==> src/rtl/alu_wide_pkg.sv <==
// -----------------------------------------------------------------------------
// alu_wide_pkg
//   Shared types and constants for the wide sequential ALU driver.
//   - NIBBLE_W     : width of one ALU slice (the external ALU is 4 bits wide)
//   - state_t      : sequencer states IDLE / RUN / DONE
//   - OP_ARITH_BIT : opcode bit that selects logic (1) or arithmetic (0)
//   - OP_ADD/OP_AND: named opcodes of the external ALU
//   - is_arith()   : opcode class helper
// -----------------------------------------------------------------------------
package alu_wide_pkg;

  localparam int NIBBLE_W     = 4;
  localparam int OP_ARITH_BIT = 2;

  localparam logic [2:0] OP_ADD = 3'b000;
  localparam logic [2:0] OP_AND = 3'b101;

  typedef enum logic [1:0] {
    IDLE = 2'd0,
    RUN  = 2'd1,
    DONE = 2'd2
  } state_t;

  // Arithmetic ops chain carries between nibbles; logic ops do not.
  function automatic logic is_arith(input logic [2:0] op);
    return (op[OP_ARITH_BIT] == 1'b0);
  endfunction

endpackage

==> src/rtl/alu_wide_nib_sel.sv <==
// -----------------------------------------------------------------------------
// alu_wide_nib_sel
//   Picks nibble i_idx out of a NIBBLES*4-bit vector. Index values past the
//   last nibble return 4'h0 (the vector is zero-padded up to a power-of-two
//   number of slots so the select never reads outside the vector).
//
//   Ports:
//     i_vec  in  NIBBLES*4  source vector
//     i_idx  in  IDX_W      nibble index (0 = least significant nibble)
//     o_nib  out 4          selected nibble
// -----------------------------------------------------------------------------
module alu_wide_nib_sel
  import alu_wide_pkg::*;
#(
  parameter int NIBBLES = 4,
  parameter int IDX_W   = $clog2(NIBBLES)
) (
  input  logic [NIBBLES*NIBBLE_W-1:0] i_vec,
  input  logic [IDX_W-1:0]            i_idx,
  output logic [NIBBLE_W-1:0]         o_nib
);

  localparam int SLOTS = 1 << IDX_W;

  logic [SLOTS*NIBBLE_W-1:0] w_pad;

  // Zero-pad the source to SLOTS nibbles, then index it by i_idx*4.
  always_comb begin
    w_pad                           = '0;
    w_pad[NIBBLES*NIBBLE_W-1:0]     = i_vec;
    o_nib                           = w_pad[{i_idx, 2'b00} +: NIBBLE_W];
  end

endmodule

==> src/rtl/alu_wide_seq.sv <==
// -----------------------------------------------------------------------------
// alu_wide_seq
//   Runs one NIBBLES*4-bit operation on an external 4-bit combinational ALU by
//   issuing NIBBLES consecutive nibble operations, least significant first.
//   Arithmetic ops feed each nibble's carry-out into the next nibble's carry-in;
//   logic ops give every nibble the latched cin_in. Nibble results are gathered
//   into a wide result and the flags are aggregated:
//     zero  = AND of all nibble zero flags
//     carry = carry-out of the last nibble
//     sign  = sign of the last nibble
//   Latency: start accepted at edge 0, done is high in the cycle after edge
//   NIBBLES. Committed result/flags change only when DONE is entered.
//
//   Configuration macro:
//     ALU_WIDE_BACK2BACK_EN  when defined, ready is also high in DONE and a
//                            start there goes straight to RUN (one op every
//                            NIBBLES+1 cycles instead of NIBBLES+2).
//
//   Ports:
//     clk        in  1  clock, rising edge
//     reset_n    in  1  synchronous active-low reset
//     start      in  1  request, taken only while ready=1
//     op         in  3  ALU opcode (op[2]=0 arithmetic, op[2]=1 logic)
//     a_in,b_in  in  W  wide operands
//     cin_in     in  1  carry into nibble 0
//     ready      out 1  can accept start
//     busy       out 1  nibbles being issued
//     done       out 1  one-cycle completion pulse
//     result     out W  wide result
//     zero,carry,sign out 1 wide flags
//     alu_a,alu_b,alu_cin,alu_op  out  operands to the external ALU
//     alu_r,alu_zero,alu_carry,alu_sign in  results from the external ALU
// -----------------------------------------------------------------------------
module alu_wide_seq
  import alu_wide_pkg::*;
#(
  parameter int NIBBLES = 4
) (
  input  logic                        clk,
  input  logic                        reset_n,
  input  logic                        start,
  input  logic [2:0]                  op,
  input  logic [NIBBLES*NIBBLE_W-1:0] a_in,
  input  logic [NIBBLES*NIBBLE_W-1:0] b_in,
  input  logic                        cin_in,
  output logic                        ready,
  output logic                        busy,
  output logic                        done,
  output logic [NIBBLES*NIBBLE_W-1:0] result,
  output logic                        zero,
  output logic                        carry,
  output logic                        sign,
  output logic [NIBBLE_W-1:0]         alu_a,
  output logic [NIBBLE_W-1:0]         alu_b,
  output logic                        alu_cin,
  output logic [2:0]                  alu_op,
  input  logic [NIBBLE_W-1:0]         alu_r,
  input  logic                        alu_zero,
  input  logic                        alu_carry,
  input  logic                        alu_sign
);

  localparam int W     = NIBBLES * NIBBLE_W;
  localparam int IDX_W = $clog2(NIBBLES);

  localparam logic [IDX_W-1:0] LAST_IDX = IDX_W'(NIBBLES - 1);

`ifdef ALU_WIDE_BACK2BACK_EN
  localparam logic DONE_READY = 1'b1;
`else
  localparam logic DONE_READY = 1'b0;
`endif

  // Sequencer state and latched request
  state_t           r_state;
  logic [IDX_W-1:0] r_idx;
  logic [W-1:0]     r_a;
  logic [W-1:0]     r_b;
  logic [2:0]       r_op;
  logic             r_cin;

  // Work-in-progress accumulators (not visible until DONE)
  logic [W-1:0]     r_acc;
  logic             r_zero_acc;

  // Registered outputs
  logic             r_ready;
  logic             r_busy;
  logic             r_done;
  logic [W-1:0]     r_result;
  logic             r_zero;
  logic             r_carry;
  logic             r_sign;
  logic [NIBBLE_W-1:0] r_alu_a;
  logic [NIBBLE_W-1:0] r_alu_b;
  logic             r_alu_cin;
  logic [2:0]       r_alu_op;

  // Combinational helpers
  logic             w_accept;
  logic [IDX_W-1:0] w_idx_next;
  logic [NIBBLE_W-1:0] w_a_nib_next;
  logic [NIBBLE_W-1:0] w_b_nib_next;
  logic [W-1:0]     w_acc_next;
  logic             w_zero_next;
  logic             w_cin_next;

  // ready is only ever high in IDLE (and in DONE when back-to-back is built in)
  assign w_accept   = start & r_ready;
  assign w_idx_next = r_idx + IDX_W'(1);

  // Operand nibbles for the cycle after the current one
  alu_wide_nib_sel #(
    .NIBBLES (NIBBLES),
    .IDX_W   (IDX_W)
  ) u_sel_a (
    .i_vec (r_a),
    .i_idx (w_idx_next),
    .o_nib (w_a_nib_next)
  );

  alu_wide_nib_sel #(
    .NIBBLES (NIBBLES),
    .IDX_W   (IDX_W)
  ) u_sel_b (
    .i_vec (r_b),
    .i_idx (w_idx_next),
    .o_nib (w_b_nib_next)
  );

  // Merge the current ALU nibble into the accumulators and pick the next carry-in
  always_comb begin
    w_acc_next                              = r_acc;
    w_acc_next[{r_idx, 2'b00} +: NIBBLE_W]  = alu_r;
    w_zero_next                             = r_zero_acc & alu_zero;
    if (is_arith(r_op)) begin
      w_cin_next = alu_carry;
    end else begin
      w_cin_next = r_cin;
    end
  end

  // Sequencer: accept, issue nibbles, commit, and drive all registered outputs
  always_ff @(posedge clk) begin
    if (!reset_n) begin
      r_state    <= IDLE;
      r_idx      <= '0;
      r_a        <= '0;
      r_b        <= '0;
      r_op       <= 3'b000;
      r_cin      <= 1'b0;
      r_acc      <= '0;
      r_zero_acc <= 1'b1;
      r_ready    <= 1'b1;
      r_busy     <= 1'b0;
      r_done     <= 1'b0;
      r_result   <= '0;
      r_zero     <= 1'b1;
      r_carry    <= 1'b0;
      r_sign     <= 1'b0;
      r_alu_a    <= 4'h0;
      r_alu_b    <= 4'h0;
      r_alu_cin  <= 1'b0;
      r_alu_op   <= 3'b000;
    end else begin
      r_done <= 1'b0;
      if (w_accept) begin
        // Latch the request and present nibble 0 to the ALU straight away
        r_a        <= a_in;
        r_b        <= b_in;
        r_op       <= op;
        r_cin      <= cin_in;
        r_idx      <= '0;
        r_acc      <= '0;
        r_zero_acc <= 1'b1;
        r_state    <= RUN;
        r_ready    <= 1'b0;
        r_busy     <= 1'b1;
        r_alu_a    <= a_in[NIBBLE_W-1:0];
        r_alu_b    <= b_in[NIBBLE_W-1:0];
        r_alu_op   <= op;
        r_alu_cin  <= cin_in;
      end else begin
        case (r_state)
          IDLE: begin
            r_ready <= 1'b1;
            r_busy  <= 1'b0;
          end
          RUN: begin
            r_acc      <= w_acc_next;
            r_zero_acc <= w_zero_next;
            r_idx      <= w_idx_next;
            if (r_idx == LAST_IDX) begin
              // Last nibble: commit the wide result and flags together
              r_state   <= DONE;
              r_done    <= 1'b1;
              r_busy    <= 1'b0;
              r_ready   <= DONE_READY;
              r_result  <= w_acc_next;
              r_zero    <= w_zero_next;
              r_carry   <= alu_carry;
              r_sign    <= alu_sign;
              r_alu_a   <= 4'h0;
              r_alu_b   <= 4'h0;
              r_alu_cin <= 1'b0;
              r_alu_op  <= 3'b000;
            end else begin
              r_alu_a   <= w_a_nib_next;
              r_alu_b   <= w_b_nib_next;
              r_alu_cin <= w_cin_next;
            end
          end
          DONE: begin
            r_state <= IDLE;
            r_ready <= 1'b1;
            r_busy  <= 1'b0;
          end
          default: begin
            // Unreachable encoding: fall back to a clean idle
            r_state   <= IDLE;
            r_idx     <= '0;
            r_ready   <= 1'b1;
            r_busy    <= 1'b0;
            r_alu_a   <= 4'h0;
            r_alu_b   <= 4'h0;
            r_alu_cin <= 1'b0;
            r_alu_op  <= 3'b000;
          end
        endcase
      end
    end
  end

  assign ready   = r_ready;
  assign busy    = r_busy;
  assign done    = r_done;
  assign result  = r_result;
  assign zero    = r_zero;
  assign carry   = r_carry;
  assign sign    = r_sign;
  assign alu_a   = r_alu_a;
  assign alu_b   = r_alu_b;
  assign alu_cin = r_alu_cin;
  assign alu_op  = r_alu_op;

endmodule

==> config.mk <==
export PLATFORM = sky130hd
export DESIGN_NAME = alu_wide_seq
export DESIGN_NICKNAME = d
export VERILOG_FILES = /design/src/rtl/alu_wide_pkg.sv /design/src/rtl/alu_wide_nib_sel.sv /design/src/rtl/alu_wide_seq.sv
export SDC_FILE = /design/constraint.sdc
export NUM_CORES = 1
export LEC_CHECK = 0
export CAP_MARGIN = 40
export CORE_MARGIN = 2
export CORE_UTILIZATION = 46
export CTS_CLUSTER_SIZE = 14
export DETAILED_ROUTE_END_ITERATION = 8
export MAX_ROUTING_LAYER = met4
export PLACE_DENSITY_LB_ADDON = 0.2
export SLEW_MARGIN = 20
export SYNTH_ARGS = -nofsm -noshare
export SYNTH_HDL_FRONTEND = slang
export SYNTH_HIERARCHICAL = 1
export SYNTH_SLANG_ARGS = --single-unit
==> constraint.sdc <==
create_clock -name clk -period 2.2 [get_ports clk]
set_input_delay 0.22 -clock clk [delete_from_list [all_inputs] [get_ports clk]]
set_output_delay 0.22 -clock clk [all_outputs]
set_load 0.1 [all_outputs]
==> metrics.md, run 1 <==
| Metric | Value |
|---|---|
| Status | `complete, no violations` |
| CP startpoint kind | `flip-flop` |
| CTS tree | `yes` |
| Total design power | `3.45 mW` |
| Rows | `33` |
| Post-CTS Resized | `0` |
| Clk_skew | `0.0131 ns` |
| Dominant synthesized flop cell | `dfxtp_1` |
| Clock network power share | `0.347` |
| Vias in the first global route | `2,985` |
| RSZ-0062 raised after global routing | `no` |
| Peak supply drop | `0.435 mV` |
| First-pass GRT wire length | `14,400 µm` |
| Final Max Slew Viols | `0` |
| Crit path kind | `flip-flop to flip-flop` |
| Routed wire per std cell | `15.4 µm` |
| Largest net degree at the start of global routing | `48` |
| Sw Pwr | `0.936 mW` |
| Largest area contributor in the netlist | `dfxtp_1` |
| Grt total ovfl | `0` |
| Synth warnings | `6` |
| Total die area | `9030 µm²` |
| Area Growth Syn to Fin | `26.4%` |
| RD Place Congestion | `0.788` |
| Die Ht | `95.0 µm` |
| Largest cells by area after synthesis | `dfxtp_1, nand2_1, a21oi_1, mux4_1, a211oi_2` |
| Root Driver | `clkbuf_8` |
| Cell area power density | `716 nW/µm²` |
| Worst Hold Path EP | `r_b[5]` |
| Drt pass-1 iters | `4` |
| Antenna diodes | `0` |
| Required time of the critical path | `2.45 ns` |
| Register area share after synthesis | `0.468` |
| Die width | `95.0 µm` |
| Post-synthesis cell type count | `44` |
| CTS clk-pin slew, worst paths | `0.09 ns` |
| Arr. time, crit path | `2.11 ns` |
| Placement Setup Slack | `0.271 ns` |
| Clock insertion delay at the later pin of the skew report | `0.36 ns` |
| Nature of the critical path endpoint | `flip-flop` |
| Detail Route Antenna Nets | `0` |
| PortBufs | `79` |
| Slew HR | `0.674` |
| Min Tclk post-route | `1.87 ns` |
| Leak pwr | `1.84 nW` |
| Syn Nets | `460` |
| Ports | `80` |
| Initial core utilization | `0.468` |
| Fmax | `536 MHz` |
| Worst hold path class | `primary input to flip-flop` |
| Ys async rst share | `0` |
| Net Sw Frac | `0.271` |
| Fillers | `708` |
| Area of the core | `8130 µm²` |
| R2R Path End | `result[5]` |
| Post-layout nets | `532` |
| HPWL Detailed | `6150 µm` |
| Hold Startpoint | `b_in[5]` |
| Part of the cycle the worst path needs | `0.848` |
| Final setup viols | `0` |
| Worst-path maximum fanout | `8` |
| Combinational power share | `0.157` |
| Seq pwr share | `0.495` |
| Initial antenna violation count | `0` |
| Num CTS Buffers | `9` |
| Gr usage total | `0.212` |
| # DRC | `0` |
| Final hold violation count | `0` |
| CTS Hold Buffers Added | `0` |
| Fin area | `4810 µm²` |
| Hold Path Stages | `3` |
| Htree depth | `3` |
| Pint | `2.51 mW` |
| Final wirelength | `9040 µm` |
| Gate Count Post-Synth | `408` |
| Top-area cell type share of the netlist area | `0.468` |
| Post-CTS setup buffer count | `0` |
| Post-Syn Area | `3810 µm²` |
| Maximum root-to-sink buffer count | `2` |
| Vias | `3,205` |
| RR Startpoint | `r_idx[0]` |
| R2r worst-path depth | `5` |
| #FFs+latches synth | `89` |
| Synthesized area per cell | `9.34 µm²` |
| DRC marker count from the first detailed-route iteration | `125` |
| R2r setup slk | `0.33 ns` |
| Max-cap violation count | `0` |
| Worst-Margin Slew | `0.485 ns` |
| Final worst slack | `0.333 ns` |
| Vias per cell | `5.44` |
| Number of synthesized flops with an enable pin | `0` |
| Share of cells above drive strength 1 | `0.184` |
| Setup TNS | `0 ns` |
| CTS sink cnt | `89` |
| DP Area | `4610 µm²` |
cell families after synthesis:
| family | count (synthesis) | share of synthesized area |
|---|---|---|
| AOI/OAI and AO/OA | 114 | 0.209 |
| adders and majority gates | 6 | 0.0197 |
| buffers and inverters | 37 | 0.0502 |
| DFF | 89 | 0.468 |
| muxes | 12 | 0.0663 |
| and+or+nand+nor | 150 | 0.187 |
flip-flops by register name, summed over array words and instances, names as in the netlist, 2 cells and up:
| name | cells |
|---|---|
| r_a | 16 |
| r_acc | 16 |
| r_b | 16 |
| result | 16 |
| alu_a | 4 |
| alu_b | 4 |
| alu_op | 3 |
| r_idx | 2 |
| r_state | 2 |
power by group through the flow:
stage          Sequential (mW)  Combinational, mW  Clock [mW]
2_1_floorplan             1.86              0.243           0
3_3_place_gp              1.74              0.535           0
3_5_place_dp              1.75              0.541           0
4_1_cts                   1.71              0.542        1.23
5_1_grt                   1.72              0.582        1.28
6_report                  1.71              0.542        1.20
cell usage in the layout (no fill, tap or decap), types with 4 or more instances in the layout:
cell type         n
a211oi_2         10
a21oi_1          56
a22o_1            4
a22oi_1           6
a31oi_1           9
a32oi_1          10
and2b_2           4
and3_1            4
buf_4            45
clkbuf_8          9
clkdlybuf4s50_1  45
dfxtp_1          89
ha_1              6
inv_1             5
mux4_1            8
nand2_1          86
nand2b_1          5
nand3_1          16
nor2_1           17
nor3b_1           4
o21ai_0           4
o221a_2           4
stage by stage:
step           std cells   util  hold slack [ns]
2_1_floorplan        408      -            0.356
4_1_cts              589  0.592            0.381
5_1_grt              589  0.592            0.387
3_5_place_dp         574  0.566            0.443
6_report             589  0.592            0.400
3_3_place_gp         574  0.566            0.438
per-layer routing:
metal  global-route usage  vias to the layer above  routed length (µm)
met2                0.341                       95                4450
met4               0.0435                        0                  65
met3               0.0575                        8                 478
li1                     -                     1604                   -
met5                    -                        -                   0
met1                0.268                     1498                4050
layout make-up:
class / instances / area [µm²] / share of cell area
well taps: 105 / 131 / 0.0273
clock buffers: 10 / 128 / 0.0265
multi-input cells: 282 / 1840 / 0.383
inverters: 6 / 22.5 / 0.00468
clock inverters: 5 / 81.3 / 0.0169
repair buffers: 92 / 828 / 0.172
flip-flops and latches: 89 / 1780 / 0.370
synthesized netlist by cell type (all sizes together) (8+ instances only):
cell / n
nand2: 86
a31oi: 9
dfxtp: 89
a211oi: 11
clkbuf: 11
nor2: 17
nand3: 16
buf: 20
a32oi: 10
a21oi: 56
mux4: 8
critical path, stage by stage, from the launching register on:
cell and delay, ns:
dfxtp_1 0.47, inv_1 0.10, ha_1 0.36, and4b_1 0.28, a221o_1 0.33, o221a_1 0.23
how the worst max path moves through the flow:
stage	from	end	depth (start not counted)
global route	r_idx[0]	result[13]	5
floorplan	r_idx[0]	result[13]	6
finish	r_idx[0]	result[5]	5
global placement	reset_n	r_acc[10]	4
detailed placement	reset_n	r_acc[8]	4
CTS	r_idx[0]	result[5]	5
No activity file was read; power rests on OpenSTA's default activity.
==> inputs of run 2 (changes only) <==
Clock period 2.2 ns to 1.7 ns, I/O delays scaled along.
==> run 2 against run 1 <==
Compared with the run above: first-iteration DRC count rose by 1.6%; combinational power rose by 41%; critical path depth did not move; hold slack got worse by 0.052 ns; cell area rose by 6.5%; critical path type unchanged.
==> metrics.md, run 2 (synthesis gave the netlist of run 1 again) <==
| Metric | Value |
|---|---|
| Clock insertion delay at the later pin of the skew report | `0.36 ns (about the same)` |
| Non-filler cells, final | `606 (+2.9%)` |
| RD Place Congestion | `0.877 (+11%)` |
| Sw Pwr | `1.29 mW (+38%)` |
| Detail Route Antenna Nets | `0 (unchanged)` |
| PortBufs | `79 (unchanged)` |
| Final core occ | `0.630 (+0.0385)` |
| Vias per cell | `5.39 (-0.99%)` |
| Most frequent cells in the layout | `dfxtp_1, nand2_1, a21oi_1, buf_4, clkdlybuf4s50_1` |
| Final hold violation count | `0 (unchanged)` |
| Initial core utilization | `0.468 (unchanged)` |
| Cell area power density | `848 nW/µm² (+18%)` |
| Htree depth | `3 (unchanged)` |
| Clk_skew | `0.0106 ns (-0.00245 ns)` |
| Post-layout nets | `548 (+3.0%)` |
| Vias | `3,265 (+1.9%)` |
| Initial antenna violation count | `0 (unchanged)` |
| Required time of the critical path | `1.95 ns (-0.50 ns)` |
| Grt total ovfl | `0 (unchanged)` |
| Crit path kind | `flip-flop to flip-flop` |
| Worst hold margin | `0.348 ns (-0.0524 ns)` |
| Largest net degree at the start of global routing | `50 (+4.2%)` |
| Final Max Slew Viols | `0 (unchanged)` |
| Final setup viols | `0 (unchanged)` |
| Fillers | `660 (-6.8%)` |
| Worst-Margin Slew | `0.416 ns (-0.0686 ns)` |
| Inst Count DP | `587 (+2.3%)` |
| Area Growth Syn to Fin | `34.6%` |
| Sequential cell area | `1790 µm² (+0.28%)` |
| Final worst slack | `0.0453 ns (-0.288 ns)` |
| RSZ-0062 raised after global routing | `yes` |
| Die width | `95.0 µm (unchanged)` |
| Status | `complete, no violations` |
| Antenna diodes | `0 (unchanged)` |
| # DRC | `0 (unchanged)` |
| Rows | `33 (unchanged)` |
| Pint | `3.06 mW (+22%)` |
| DRC marker count from the first detailed-route iteration | `127 (+1.6%)` |
| Area of the core | `8130 µm² (unchanged)` |
| Clock network power share | `0.316 (-0.031)` |
| CTS sink cnt | `89 (unchanged)` |
| CTS tree | `yes` |
| Commonest non-fill, non-tap cell in the layout | `dfxtp_1` |
| Slew HR | `0.722 (+0.0483)` |
| Nature of the critical path endpoint | `flip-flop` |
| Seq pwr share | `0.508 (+0.013)` |
| Arr. time, crit path | `1.90 ns (-0.21 ns)` |
| Root Driver | `clkbuf_8` |
| Fmax | `604 MHz (+13%)` |
| Peak supply drop | `0.621 mV (+43%)` |
| Placement Setup Slack | `0.0428 ns (-0.228 ns)` |
| Drt pass-1 iters | `4 (unchanged)` |
| Vias in the first global route | `3,102 (+3.9%)` |
| Worst hold path class | `primary input to flip-flop` |
| Min Tclk post-route | `1.65 ns (-0.212 ns)` |
| CTS clk-pin slew, worst paths | `0.10 ns (about the same)` |
| Final wirelength | `9230 µm (+2.1%)` |
| Part of the cycle the worst path needs | `0.973 (+0.125)` |
| Combinational power share | `0.176 (+0.019)` |
| CTS Hold Buffers Added | `0 (unchanged)` |
| HPWL Detailed | `6430 µm (+4.7%)` |
| Worst-path maximum fanout | `5 (-3)` |
| Total die area | `9030 µm² (unchanged)` |
| Max-cap violation count | `0 (unchanged)` |
| Gr usage total | `0.218 (+0.00631)` |
| Die Ht | `95.0 µm (unchanged)` |
| Leak pwr | `1.95 nW (+6.2%)` |
| Num CTS Buffers | `9 (unchanged)` |
| Net Sw Frac | `0.296 (+0.0248)` |
| Maximum root-to-sink buffer count | `2 (unchanged)` |
| Routed wire per std cell | `15.2 µm (-0.81%)` |
| CP startpoint kind | `flip-flop` |
| Setup TNS | `0 ns (unchanged)` |
| Share of cells above drive strength 1 | `0.244 (+0.0596)` |
| Area taken by multi-input logic gates | `1900 µm² (+3.0%)` |
| Ports | `80 (unchanged)` |
| First-pass GRT wire length | `14,900 µm (+3.6%)` |
[run 2: cell count changes in the layout (fill, tap and decap cells not counted), moves of 2 or more]
| cell | change |
|---|---|
| buf_12 | +12 |
| a21oi_1 | -4 |
| a21oi_2 | +4 |
| buf_4 | +4 |
| a22oi_1 | -3 |
| a22oi_2 | +3 |
| bufinv_16 | -2 |
| clkinvlp_4 | +2 |
| dfxtp_1 | -2 |
| inv_6 | +2 |
[run 2: layout make-up]
class,count,area share
Sequential cell,89,0.348
Inverter,6,0.00512
Clock inverter,6,0.00976
Clock buffer,10,0.0268
Timing Repair Buffer,108,0.214
Multi-Input combinational cell,282,0.370
Tap cell,105,0.0256
[run 2: worst paths after layout]
kind,from,end,slack (ns),depth (start not counted)
setup / recovery,r_idx[0],result[5],0.05,5
hold / removal,a_in[8],r_a[8],0.35,3
setup reg to reg,r_idx[0],result[5],0.05,5
hold reg to reg,r_b[10],r_b[10],0.46,2
[run 2: metal layers]
metal,share of wire,global-route usage,wire length [µm]
met2,0.49,0.355,4500
met5,0,-,0
met3,0.045,0.0399,413
met1,0.46,0.278,4220
met4,0.0096,0.0628,89
[run 2: worst max-delay path, cell delays in order, from the launching register on]
cell and delay (ns):
dfxtp_4 0.37, clkinvlp_4 0.13, ha_4 0.26, and4b_2 0.25
a221o_1 0.32, o221a_1 0.22
[run 2: what timing repair did]
item,CTS,global route
setup buffers,0,3
setup endpoints to repair,0,6
resized for setup,0,2
[run 2: through the flow]
step	cell area, µm²	power, mW
floorplan	3890	2.74
global placement	4910	3.00
detailed placement	4910	3.02
CTS	5100	4.38
global route	5130	4.52
finish	5130	4.35
[run 2: power by group through the flow]
stage                     registers [mW]  clock network (mW)  logic [mW]
after floorplan                     2.40                   0       0.335
after global placement              2.25                   0       0.751
after detailed placement            2.26                   0       0.759
after CTS                           2.21                1.40       0.762
after global routing                2.22                1.49       0.817
final                               2.21                1.37       0.764
==> inputs of run 3 (changes only) <==
Settings changed: SYNTH_HIERARCHICAL 1 to unset.
==> run 3 against run 2 <==
Compared with the run above: sequential cell count did not move; synthesized cell count is 1.2% higher; sequential share of layout area is essentially flat; clock skew is 0.0012 ns higher; clock power is 5% higher; critical path type unchanged; largest power group unchanged; highest routed layer unchanged.
==> metrics.md, run 3 <==
| Metric | Value |
|---|---|
| Final wirelength | `9270 µm (+0.42%)` |
| Gr usage total | `0.213 (-0.00449)` |
| Part of the cycle the worst path needs | `0.977 (+0.00351)` |
| Worst hold margin | `0.360 ns (+0.0129 ns)` |
| Grt total ovfl | `0 (unchanged)` |
| Area Growth Syn to Fin | `34.8%` |
| Initial antenna violation count | `0 (unchanged)` |
| Die width | `94.9 µm (-0.11%)` |
| Commonest non-fill, non-tap cell in the layout | `dfxtp_1` |
| Routed wire per std cell | `15.2 µm (about the same)` |
| Met2 usage | `0.335 (-0.0195)` |
| Required time of the critical path | `1.94 ns (about the same)` |
| Gate Count Post-Synth | `413 (+1.2%)` |
| Post-layout nets | `550 (+0.36%)` |
| Most Used Layer, Global Route | `met2` |
| Min Tclk post-route | `1.66 ns (+0.00596 ns)` |
| Area of the core | `8090 µm² (-0.51%)` |
| Antenna diodes | `0 (unchanged)` |
| Final Max Slew Viols | `0 (unchanged)` |
| Ys async rst share | `0 (unchanged)` |
| Ports | `80 (unchanged)` |
| Dominant synthesized flop cell | `dfxtp_1` |
| Most common cell in the netlist | `dfxtp_1` |
| # DRC | `0 (unchanged)` |
| CP startpoint kind | `flip-flop` |
| Vias | `3,305 (+1.2%)` |
| Placement Setup Slack | `-0.0111 ns (-0.0539 ns)` |
| Die Ht | `94.9 µm (-0.11%)` |
| Detail Route Antenna Nets | `0 (unchanged)` |
| Commonest cells post-synth | `dfxtp_1, nand2_1, a21oi_1` |
| HPWL Detailed | `6430 µm (about the same)` |
| Status | `complete, no violations` |
| Initial core utilization | `0.470 (+0.00131)` |
| Final hold violation count | `0 (unchanged)` |
| Slew HR | `0.720 (-0.00217)` |
| Vias per cell | `5.44 (+0.89%)` |
| Largest area contributor in the netlist | `dfxtp_1` |
| Final setup viols | `0 (unchanged)` |
| Share of cells above drive strength 1 | `0.203 (-0.0407)` |
| Post-synthesis cell type count | `40 (-9.1%)` |
| Register area share after synthesis | `0.469 (+0.00108)` |
| Worst-Margin Slew | `0.419 ns (+0.00324 ns)` |
| Final worst slack | `0.0393 ns (-0.00596 ns)` |
| DRC marker count from the first detailed-route iteration | `170 (+34%)` |
| Max-cap violation count | `0 (unchanged)` |
| Fmax | `602 MHz (-0.36%)` |
| Total design power | `4.40 mW (+1.3%)` |
| #FFs+latches synth | `89 (unchanged)` |
| CTS sink cnt | `89 (unchanged)` |
| Met1 usage | `0.281 (+0.00321)` |
| Nature of the critical path endpoint | `flip-flop` |
| Fillers | `688 (+4.2%)` |
| RSZ-0062 raised after global routing | `yes` |
| Global Route met3 Usage | `0.0327 (-0.00718)` |
| Num CTS Buffers | `9 (unchanged)` |
| Clock insertion delay at the later pin of the skew report | `0.35 ns (about the same)` |
| Worst-path maximum fanout | `4 (-1)` |
| PortBufs | `79 (unchanged)` |
| Crit path kind | `flip-flop to flip-flop` |
| Synthesized area per cell | `9.20 µm² (-1.4%)` |
| Htree depth | `3 (unchanged)` |
| Largest net degree at the start of global routing | `55 (+10%)` |
| Seq pwr share | `0.501 (-0.007)` |
| Root Driver | `clkbuf_8` |
| Clk_skew | `0.0118 ns (+0.00118 ns)` |
| Total die area | `9010 µm² (-0.21%)` |
| Leak pwr | `1.90 nW (-2.5%)` |
| Largest cells by area after synthesis | `dfxtp_1, a21oi_1, nand2_1, mux4_1, buf_2` |
| Arr. time, crit path | `1.90 ns (about the same)` |
| Peak supply drop | `0.452 mV (-27%)` |
| Clock network power share | `0.326 (+0.010)` |
| Vias in the first global route | `3,012 (-2.9%)` |
| Most frequent cells in the layout | `dfxtp_1, nand2_1, a21oi_1, buf_4, clkdlybuf4s50_1` |
| Worst hold path class | `primary input to flip-flop` |
| Combinational power share | `0.173 (-0.003)` |
| Post-Syn Area | `3800 µm² (-0.23%)` |
| Net Sw Frac | `0.282 (-0.0138)` |
| Syn Nets | `465 (+1.1%)` |
| Final core occ | `0.633 (+0.00291)` |
| Drt pass-1 iters | `4 (unchanged)` |
| Rows | `33 (unchanged)` |
| Cell area power density | `859 nW/µm² (+1.3%)` |
| First-pass GRT wire length | `14,700 µm (-1.5%)` |
| Number of synthesized flops with an enable pin | `0 (unchanged)` |
| Sw Pwr | `1.24 mW (-3.5%)` |
| Maximum root-to-sink buffer count | `2 (unchanged)` |
| Top-area cell type share of the netlist area | `0.469 (+0.00108)` |
| Synth warnings | `0 (-6)` |
| CTS clk-pin slew, worst paths | `0.09 ns (about the same)` |
| CTS tree | `yes` |
| Pint | `3.16 mW (+3.2%)` |
| RD Place Congestion | `0.799 (-8.9%)` |
==> run 3: changes by cell type after synthesis, moves of 5 or more <==
cell / delta
a211oi_1: +11
a211oi_2: -10
a21oi_1: +15
a31oi_1: -8
buf_2: +6
nand2_1: -11
nand3_1: -9
nand4_1: +5
nor2b_1: +11
o2bb2ai_1: +8
==> run 3: path summary, 6_finish.rpt <==
check,from,cells after the start,slack (ns),to
max,r_idx[0],5,0.04,alu_b[3]
min,a_in[7],3,0.36,r_a[7]
max reg2reg,r_idx[0],5,0.04,alu_b[3]
min reg2reg,r_a[13],2,0.45,r_a[13]
==> run 3: what timing repair did <==
action	CTS	global route
endpoints found under the setup margin	1	21
hold buffers	0	0
gates resized for setup	1	8
buffers inserted	0	5
pin swaps	0	10
==> run 3: kinds of logic after synthesis <==
logic type | share of synthesized area
AO/OA/AOI/OAI | 0.220
adder cells (fa/ha/maj) | 0.0197
buffers and inverters | 0.0523
flip-flops | 0.469
multiplexers | 0.0612
AND/OR/NAND/NOR | 0.178
==> run 3: per-stage QoR <==
step           area [µm²]  std cells  setup TNS [ns]
3_5_place_dp         4880        587         -0.0111
5_1_grt              5120        608         -0.0932
6_report             5120        608               0
3_3_place_gp         4880        587               0
4_1_cts              5070        603               0
2_1_floorplan        3820        413          -0.318
==> run 3: cell type report <==
cell class	instances	area, µm²	area share
multi-input cells	283	1840	0.360
flip-flops and latches	89	1790	0.349
repair buffers	111	1150	0.225
well taps	105	131	0.0256
clock buffers	10	128	0.0249
clock inverters	6	63.8	0.0125
inverters	4	17.5	0.00342
==> run 3: worst max-delay path: stages (launching register included) <==
cell and delay [ns]:
dfxtp_4 0.38, inv_4 0.05, ha_4 0.28, buf_4 0.15
mux4_1 0.55, o2bb2ai_1 0.14
==> run 3: routing by layer <==
layer	wire length, µm	part of all wire
met1	4190	0.45
met2	4550	0.49
met3	408	0.044
met4	116	0.013
met5	0	0
==> run 3: power groups by stage <==
stage          registers [mW]  clock network [mW]  logic [mW]
4_1_cts                  2.21                1.45       0.748
3_3_place_gp             2.25                   0       0.735
6_report                 2.21                1.44       0.761
5_1_grt                  2.22                1.53       0.816
2_1_floorplan            2.41                   0       0.307
3_5_place_dp             2.25                   0       0.746
